==> config.mk <==
export PLATFORM = sky130hd
export DESIGN_NAME = regfile_wb_arbiter_flat
export DESIGN_NICKNAME = d
export VERILOG_FILES = /design/src/rtl/regfile_pkg.sv /design/src/rtl/regfile_wb_arbiter_if.sv /design/src/rtl/regfile_wb_arbiter_rr_arbiter2.sv /design/src/rtl/regfile_wb_arbiter.sv /design/src/flat_wrapper.sv
export SDC_FILE = /design/constraint.sdc
export NUM_CORES = 1
export LEC_CHECK = 0
export ABC_AREA = 1
export BUFFER_PORTS_ARGS = -buffer_cell sky130_fd_sc_hd__buf_2
export CELL_PAD_IN_SITES_DETAIL_PLACEMENT = 1
export CELL_PAD_IN_SITES_GLOBAL_PLACEMENT = 1
export CORE_UTILIZATION = 35
export CTS_BUF_LIST = sky130_fd_sc_hd__clkbuf_4 sky130_fd_sc_hd__clkbuf_8
export DETAILED_ROUTE_END_ITERATION = 16
export PLACE_DENSITY_LB_ADDON = 0.1
export SLEW_MARGIN = 20
export SYNTH_ARGS = -nofsm -noshare
export SYNTH_HDL_FRONTEND = slang
export SYNTH_SLANG_ARGS = --single-unit
==> constraint.sdc <==
create_clock -name clk -period 3.2 [get_ports clk]
set_clock_uncertainty 0.1 [all_clocks]
set_input_delay 0.48 -clock clk [delete_from_list [all_inputs] [get_ports clk]]
set_output_delay 0.48 -clock clk [all_outputs]
set_load 0.01 [all_outputs]
==> src/rtl/regfile_pkg.sv <==
// rtl/regfile_pkg.sv - shared constants, pointer-state encoding and wait-counter helper
//
// Purpose : common definitions for the register-file write-back arbiter.
// Contents: REG_ADDR_W / NUM_REGS register-file geometry, requester ids
//           (REQ_ALU = req0, REQ_MEM = req1), round-robin pointer states
//           PRI0 / PRI1, and the saturating wait-counter update function.
package regfile_pkg;

  localparam int REG_ADDR_W = 5;
  localparam int NUM_REGS   = 32;

  // Wait counters must hold MAX_WAIT values up to 15.
  localparam int WAIT_W = 4;

  localparam logic REQ_ALU = 1'b0;
  localparam logic REQ_MEM = 1'b1;

  typedef enum logic {
    PRI0 = 1'b0,
    PRI1 = 1'b1
  } rr_state_e;

  // A requester's wait count only grows while it is valid and refused;
  // any grant or a dropped request restarts it from zero.
  function automatic logic [WAIT_W-1:0] wait_next(
    input logic              valid,
    input logic              granted,
    input logic [WAIT_W-1:0] cnt,
    input logic [WAIT_W-1:0] max_wait
  );
    if (!valid || granted) return '0;
    if (cnt >= max_wait)   return max_wait;
    return cnt + 4'd1;
  endfunction

endpackage

==> src/rtl/regfile_wb_arbiter_if.sv <==
// rtl/regfile_wb_arbiter_if.sv - write-back request / register-file write bundle
//
// Purpose : groups the two write-back request channels, the register-file
//           write port and (with WB_BYPASS_EN) the read-bypass signals.
// Modports: master - requester/register-file side (drives requests, sees writes)
//           slave  - the arbiter
// Signals : reqX_valid_i/addr_i/data_i/ready_o for X = 0 (ALU), 1 (load);
//           Reg_Write_o, Write_Register_o, Write_Data_o, grant_id_o;
//           rdX_addr_i/rdX_data_i/rdX_data_o for X = 1, 2 when WB_BYPASS_EN.
// Macro   : WB_BYPASS_EN adds the bypass read signals.
interface regfile_wb_arbiter_if #(
  parameter int N = 32
);
  import regfile_pkg::*;

  logic                  req0_valid_i;
  logic [REG_ADDR_W-1:0] req0_addr_i;
  logic [N-1:0]          req0_data_i;
  logic                  req0_ready_o;

  logic                  req1_valid_i;
  logic [REG_ADDR_W-1:0] req1_addr_i;
  logic [N-1:0]          req1_data_i;
  logic                  req1_ready_o;

  logic                  Reg_Write_o;
  logic [REG_ADDR_W-1:0] Write_Register_o;
  logic [N-1:0]          Write_Data_o;
  logic                  grant_id_o;

`ifdef WB_BYPASS_EN
  logic [REG_ADDR_W-1:0] rd1_addr_i;
  logic [N-1:0]          rd1_data_i;
  logic [N-1:0]          rd1_data_o;
  logic [REG_ADDR_W-1:0] rd2_addr_i;
  logic [N-1:0]          rd2_data_i;
  logic [N-1:0]          rd2_data_o;

  modport master (
    output req0_valid_i, req0_addr_i, req0_data_i,
    input  req0_ready_o,
    output req1_valid_i, req1_addr_i, req1_data_i,
    input  req1_ready_o,
    input  Reg_Write_o, Write_Register_o, Write_Data_o, grant_id_o,
    output rd1_addr_i, rd1_data_i, rd2_addr_i, rd2_data_i,
    input  rd1_data_o, rd2_data_o
  );

  modport slave (
    input  req0_valid_i, req0_addr_i, req0_data_i,
    output req0_ready_o,
    input  req1_valid_i, req1_addr_i, req1_data_i,
    output req1_ready_o,
    output Reg_Write_o, Write_Register_o, Write_Data_o, grant_id_o,
    input  rd1_addr_i, rd1_data_i, rd2_addr_i, rd2_data_i,
    output rd1_data_o, rd2_data_o
  );
`else
  modport master (
    output req0_valid_i, req0_addr_i, req0_data_i,
    input  req0_ready_o,
    output req1_valid_i, req1_addr_i, req1_data_i,
    input  req1_ready_o,
    input  Reg_Write_o, Write_Register_o, Write_Data_o, grant_id_o
  );

  modport slave (
    input  req0_valid_i, req0_addr_i, req0_data_i,
    output req0_ready_o,
    input  req1_valid_i, req1_addr_i, req1_data_i,
    output req1_ready_o,
    output Reg_Write_o, Write_Register_o, Write_Data_o, grant_id_o
  );
`endif

endinterface

==> src/rtl/regfile_wb_arbiter_rr_arbiter2.sv <==
// rtl/regfile_wb_arbiter_rr_arbiter2.sv - two-way round-robin arbiter with starvation guard
//
// Purpose : picks one of two valid requesters each cycle; grant is one-hot
//           and combinational from the valids, pointer and wait counters.
// Ports   : clk    in  rising-edge clock
//           reset  in  asynchronous active-low reset
//           valid  in  [1:0] request valids (bit 0 = req0, bit 1 = req1)
//           grant  out [1:0] one-hot grant, all-zero when nothing is valid
module rr_arbiter2
  import regfile_pkg::*;
#(
  parameter int MAX_WAIT = 4
) (
  input  logic       clk,
  input  logic       reset,
  input  logic [1:0] valid,
  output logic [1:0] grant
);

  localparam logic [WAIT_W-1:0] MAX_W = WAIT_W'(MAX_WAIT);

  rr_state_e         state, state_next;
  logic [WAIT_W-1:0] wait0, wait1;
  logic [WAIT_W-1:0] wait0_next, wait1_next;

  always_ff @(posedge clk or negedge reset) begin
    if (!reset) begin
      state <= PRI0;
      wait0 <= '0;
      wait1 <= '0;
    end else begin
      state <= state_next;
      wait0 <= wait0_next;
      wait1 <= wait1_next;
    end
  end

  always_comb begin
    grant      = 2'b00;
    state_next = state;

    if (valid[0] && valid[1]) begin
      // A starved requester overrides the pointer; req1 wins a double starve.
      if (wait1 == MAX_W) begin
        grant = 2'b10;
      end else if (wait0 == MAX_W) begin
        grant = 2'b01;
      end else if (state == PRI0) begin
        grant = 2'b01;
      end else begin
        grant = 2'b10;
      end
    end else if (valid[0]) begin
      grant = 2'b01;
    end else if (valid[1]) begin
      grant = 2'b10;
    end

    // Pointer always moves to the requester that just lost (or was absent).
    if (grant[REQ_ALU]) begin
      state_next = PRI1;
    end else if (grant[REQ_MEM]) begin
      state_next = PRI0;
    end

    wait0_next = wait_next(valid[0], grant[0], wait0, MAX_W);
    wait1_next = wait_next(valid[1], grant[1], wait1, MAX_W);
  end

endmodule

==> src/rtl/regfile_wb_arbiter.sv <==
// rtl/regfile_wb_arbiter.sv - shares the register-file write port between ALU and load write-back
//
// Purpose : arbitrates req0 (ALU) and req1 (load) onto the single register-file
//           write port through one registered output stage; optionally filters
//           writes to r0 and bypasses the in-flight write onto two read ports.
// Ports   : clk    in  rising-edge clock
//           reset  in  asynchronous active-low reset
//           bus    regfile_wb_arbiter_if.slave - request channels, register-file
//                  write port, and bypass read ports when WB_BYPASS_EN is defined
// Params  : N (data width), MAX_WAIT (refusals before force-grant, 1..15),
//           BLOCK_R0 (1: r0 writes are accepted but never issued)
// Macro   : WB_BYPASS_EN enables the read-bypass logic.
module regfile_wb_arbiter
  import regfile_pkg::*;
#(
  parameter int N        = 32,
  parameter int MAX_WAIT = 4,
  parameter int BLOCK_R0 = 1
) (
  input logic                 clk,
  input logic                 reset,
  regfile_wb_arbiter_if.slave bus
);

  logic [1:0]            valid;
  logic [1:0]            grant;
  logic [REG_ADDR_W-1:0] win_addr;
  logic [N-1:0]          win_data;
  logic                  win_blocked;

  logic                  reg_write;
  logic [REG_ADDR_W-1:0] write_register;
  logic [N-1:0]          write_data;
  logic                  grant_id;

  assign valid = {bus.req1_valid_i, bus.req0_valid_i};

  rr_arbiter2 #(
    .MAX_WAIT(MAX_WAIT)
  ) u_arb (
    .clk  (clk),
    .reset(reset),
    .valid(valid),
    .grant(grant)
  );

  assign bus.req0_ready_o = grant[REQ_ALU];
  assign bus.req1_ready_o = grant[REQ_MEM];

  always_comb begin
    win_addr    = bus.req0_addr_i;
    win_data    = bus.req0_data_i;
    if (grant[REQ_MEM]) begin
      win_addr = bus.req1_addr_i;
      win_data = bus.req1_data_i;
    end
    win_blocked = (BLOCK_R0 != 0) && (win_addr == '0);
  end

  // Output stage: a write enable lasts exactly one cycle; address/data hold
  // between writes (an r0 drop leaves them untouched too).
  always_ff @(posedge clk or negedge reset) begin
    if (!reset) begin
      reg_write      <= 1'b0;
      write_register <= '0;
      write_data     <= '0;
      grant_id       <= 1'b0;
    end else begin
      reg_write <= 1'b0;
      if (|grant) begin
        grant_id <= grant[REQ_MEM];
        if (!win_blocked) begin
          reg_write      <= 1'b1;
          write_register <= win_addr;
          write_data     <= win_data;
        end
      end
    end
  end

  assign bus.Reg_Write_o      = reg_write;
  assign bus.Write_Register_o = write_register;
  assign bus.Write_Data_o     = write_data;
  assign bus.grant_id_o       = grant_id;

`ifdef WB_BYPASS_EN
  logic rd1_hit;
  logic rd2_hit;

  // The register file only sees the write at the next edge; forward it now.
  assign rd1_hit = reg_write && (write_register == bus.rd1_addr_i) &&
                   !((BLOCK_R0 != 0) && (bus.rd1_addr_i == '0));
  assign rd2_hit = reg_write && (write_register == bus.rd2_addr_i) &&
                   !((BLOCK_R0 != 0) && (bus.rd2_addr_i == '0));

  assign bus.rd1_data_o = rd1_hit ? write_data : bus.rd1_data_i;
  assign bus.rd2_data_o = rd2_hit ? write_data : bus.rd2_data_i;
`endif

endmodule

==> src/flat_wrapper.sv <==
// flat-port wrapper written by rule: the top's interface ports become plain ports
module regfile_wb_arbiter_flat import regfile_pkg::*;
#(
  parameter int N        = 32,
  parameter int MAX_WAIT = 4,
  parameter int BLOCK_R0 = 1
)
  (clk, reset, bus_req0_valid_i, bus_req0_addr_i, bus_req0_data_i, bus_req0_ready_o, bus_req1_valid_i, bus_req1_addr_i, bus_req1_data_i, bus_req1_ready_o, bus_Reg_Write_o, bus_Write_Register_o, bus_Write_Data_o, bus_grant_id_o);
  regfile_wb_arbiter_if #(.N(N)) bus_i ();
  input logic clk;
  input logic reset;
  input wire logic [$bits(bus_i.req0_valid_i)-1:0] bus_req0_valid_i;
  input wire logic [$bits(bus_i.req0_addr_i)-1:0] bus_req0_addr_i;
  input wire logic [$bits(bus_i.req0_data_i)-1:0] bus_req0_data_i;
  output wire logic [$bits(bus_i.req0_ready_o)-1:0] bus_req0_ready_o;
  input wire logic [$bits(bus_i.req1_valid_i)-1:0] bus_req1_valid_i;
  input wire logic [$bits(bus_i.req1_addr_i)-1:0] bus_req1_addr_i;
  input wire logic [$bits(bus_i.req1_data_i)-1:0] bus_req1_data_i;
  output wire logic [$bits(bus_i.req1_ready_o)-1:0] bus_req1_ready_o;
  output wire logic [$bits(bus_i.Reg_Write_o)-1:0] bus_Reg_Write_o;
  output wire logic [$bits(bus_i.Write_Register_o)-1:0] bus_Write_Register_o;
  output wire logic [$bits(bus_i.Write_Data_o)-1:0] bus_Write_Data_o;
  output wire logic [$bits(bus_i.grant_id_o)-1:0] bus_grant_id_o;
  assign bus_i.req0_valid_i = bus_req0_valid_i;
  assign bus_i.req0_addr_i = bus_req0_addr_i;
  assign bus_i.req0_data_i = bus_req0_data_i;
  assign bus_req0_ready_o = bus_i.req0_ready_o;
  assign bus_i.req1_valid_i = bus_req1_valid_i;
  assign bus_i.req1_addr_i = bus_req1_addr_i;
  assign bus_i.req1_data_i = bus_req1_data_i;
  assign bus_req1_ready_o = bus_i.req1_ready_o;
  assign bus_Reg_Write_o = bus_i.Reg_Write_o;
  assign bus_Write_Register_o = bus_i.Write_Register_o;
  assign bus_Write_Data_o = bus_i.Write_Data_o;
  assign bus_grant_id_o = bus_i.grant_id_o;
  regfile_wb_arbiter #(.N(N), .MAX_WAIT(MAX_WAIT), .BLOCK_R0(BLOCK_R0)) u_core (.clk(clk), .reset(reset), .bus(bus_i));
endmodule
==> metrics.md <==
| Metric | Value |
|---|---|
| Global-route wire length before repair | 11200 um |
| Final-stage net count | 542 |
| Fin crit period | 2.77 ns |
| Fillers | 952 |
| Setup crit end kind | output port |
| Layout area overhead | 30.8% |
| GR Overflow Total | 0 |
| Outcome | finished clean |
| Root buf cell | clkbuf_8 |
| CTS Hold Buffers Added | 0 |
| Final WL | 6740 um |
| Async SR Flop Fraction | 100% |
| CP required | 2.62 ns |
| Flops & latches, synth | 48 |
| Ys flop type | dfrtp_1 |
| IO Count | 119 |
| Most used cell, CP | inv_1 |
| Sink Count | 48 |
| Clock transition at the registers of the reported paths | 0.09 ns |
| Top cell type's share of synthesized area | 48.4% |
| Setup Viol. Count Final | 0 |
| Routed wire length per instance | 12.1 um |
| DR DRC count | 0 |
| CTS tree | built |
| Final Hold Viols | 0 |
| Die height | 86.2 um |
| Hold Path Class | in -> async |
| Critical path's largest stage delay | 0.45 ns |
| Die Wd | 86.2 um |
| Final Cycle Share | 86.4% |
| Final-report max-slew violation count | 0 |
| Drt initial violations | 112 |
| Pwr Density | 449 nW/um2 |
| Final core area utilization | 47.6% |
| Critical Path, Cell by Cell | inv_1, ha_1, nand3b_1, nand2_1, nand2_4, nand2_2, inv_1, buf_2 |
| Post-synth EDFFs | 0 |
| Vias | 2509 |
| Placer Congestion | 0.729 |
| Worst Setup Start Kind | flip-flop |
| CTS Buf Count | 5 |
| TNS Setup | 0 ns |
| Synth cell types | 21 |
| Largest net degree at the start of global routing | 36 |
| Leak Pwr | 1.98 nW |
| Synth Area per Inst | 7.18 um2 |
| # resized after CTS | 0 |
| Multi-input logic area | 1110 um2 |
| Seq/Total Area, Yosys | 48.4% |
| Fmax | 0.362 GHz |
| Top area cells in the synthesized netlist | dfrtp_1, nand2_1, nand3_1 |
| Total track usage | 19.1% |
| Clock latency on the worst-skew pair | 0.30 ns |
| PortBufs | 118 |
| Fraction of layout cells with a size suffix above 1 | 30.2% |
| Initial core utilization | 36.4% |
| Vias in the first global route | 2427 |
| Worst setup path class | reg -> out |
| Worst IR drop on VDD | 0.000151 V |
| Via-to-Cell Ratio | 4.50 |
| Register area | 1200 um2 |
| Data arrival time of the critical path | 2.19 ns |
| Initial antenna violation count | 0 |
| Relative slew slack | 49.7% |
| FP Rows | 30 |
| Slowest cell on the critical path | inv_1 |
| CTS max path bufs | 2 |
| Full die area | 7440 um2 |
| Post-DRT Antenna Nets | 0 |
| Synthesized netlist cell count | 346 |
| Post-detail-place hpwl | 5120 um |
| RSZ-0062 raised after global routing | no |
| Synth top cells by count | nand2_1, dfrtp_1, nand3_1 |
| Mapped cell area | 2480 um2 |
| Cell with the most instances after synthesis | nand2_1 |
| Postcts setup bufs | 0 |
| Initial DRT Pass Iterations | 4 |
| R2r setup slk | 0.56 ns |
| Max_cap viols | 0 |
| Core area | 6830 um2 |
| Worst Max-Slew Pin Slew | 0.754 ns |
| Largest area contributor in the netlist | dfrtp_1 |
| CP max FO | 23 |
| Ant diodes | 0 |
| H-tree depth | 2 |
| Total of warnings raised by yosys | 0 |
==> cells in the final DEF, fill, tap and decap left out, drive strengths merged <==
cell    count
o21ai       1
inv        22
nand2     194
clkinv      3
dfrtp      48
buf       123
or2         1
o21bai      1
ha          4
nor3        2
nand3b      3
o21a        1
nand3      40
clkbuf      6
nor2       10
conb        2
==> critical path, delay by kind of cell, from the launching register on <==
kind                       cells  cell delay [ns]
adders and majority gates      1             0.19
buffers and inverters          3             0.73
DFF                            1             0.38
and+or+nand+nor                4             0.57
==> final cells by class <==
type                       count  area share [%]
clock buffer                   6            2.54
inverter                      23            2.66
timing repair buffer         123            19.7
sequential                    48            37.0
clock inverter                 2           0.308
multi-input combinational    259            34.1
tap                           96            3.70
==> per-layer routing <==
metal | vias up | routed length (um) | share of wire, % | track usage [%]
met5 | - | 0 | 0 | 0
met4 | 0 | 59 | 0.88 | 4.55
li1 | 1276 | - | - | -
met2 | 71 | 3390 | 50 | 34.1
met1 | 1157 | 2970 | 44 | 23.9
met3 | 5 | 311 | 4.6 | 3.62
==> path summary, 6_finish.rpt <==
kind                                        startpoint                     endpoint  depth (start not counted)
max reg2reg                      u_core.u_arb.wait0[0]  u_core.bus.Write_Data_o[21]                         12
max in group asynchronous                        reset  u_core.bus.Write_Data_o[18]                          2
min reg2reg                u_core.bus.Write_Data_o[14]  u_core.bus.Write_Data_o[14]                          2
min                                              reset   u_core.bus.Write_Data_o[2]                          1
max                              u_core.u_arb.wait0[0]             bus_req1_ready_o                          8
min in group clk                      bus_req0_valid_i           u_core.u_arb.state                          2
==> per-stage QoR <==
step	power (mW)	instance area, um2	hold WS (ns)	instances	setup WS (ns)
floorplan	0.930	2490	0.0844	347	1.14
global placement	1.10	3160	0.349	549	0.591
detailed placement	1.11	3160	0.354	549	0.448
CTS	1.48	3250	0.165	557	0.370
global route	1.56	3250	0.208	557	0.225
finish	1.46	3250	0.145	557	0.434
==> cells by family (layout without fill, tap and decap cells) <==
logic type	Yosys count	count (layout)	synth area share, %
flops	48	48	48.4
compound gates	3	3	0.957
other cells	1	2	0.151
simple gates	250	250	41.1
fa+ha+maj	4	4	2.02
buf+inv	40	154	7.46
==> power breakdown <==
part           internal [mW]  switching, mW  total, mW
logic                  0.154          0.219      0.373
clock network          0.173          0.198      0.371
registers              0.678         0.0363      0.715
==> state kept, by name, summed over array words and instances, names as in the netlist <==
| name | cells |
|---|---|
| u_core.bus.Write_Data_o | 32 |
| u_core.bus.Write_Register_o | 5 |
| u_core.u_arb.state | 1 |
| u_core.bus.grant_id_o | 1 |
| u_core.u_arb.wait0 | 4 |
| u_core.bus.Reg_Write_o | 1 |
| u_core.u_arb.wait1 | 4 |
(Power assumes the default switching activity.)
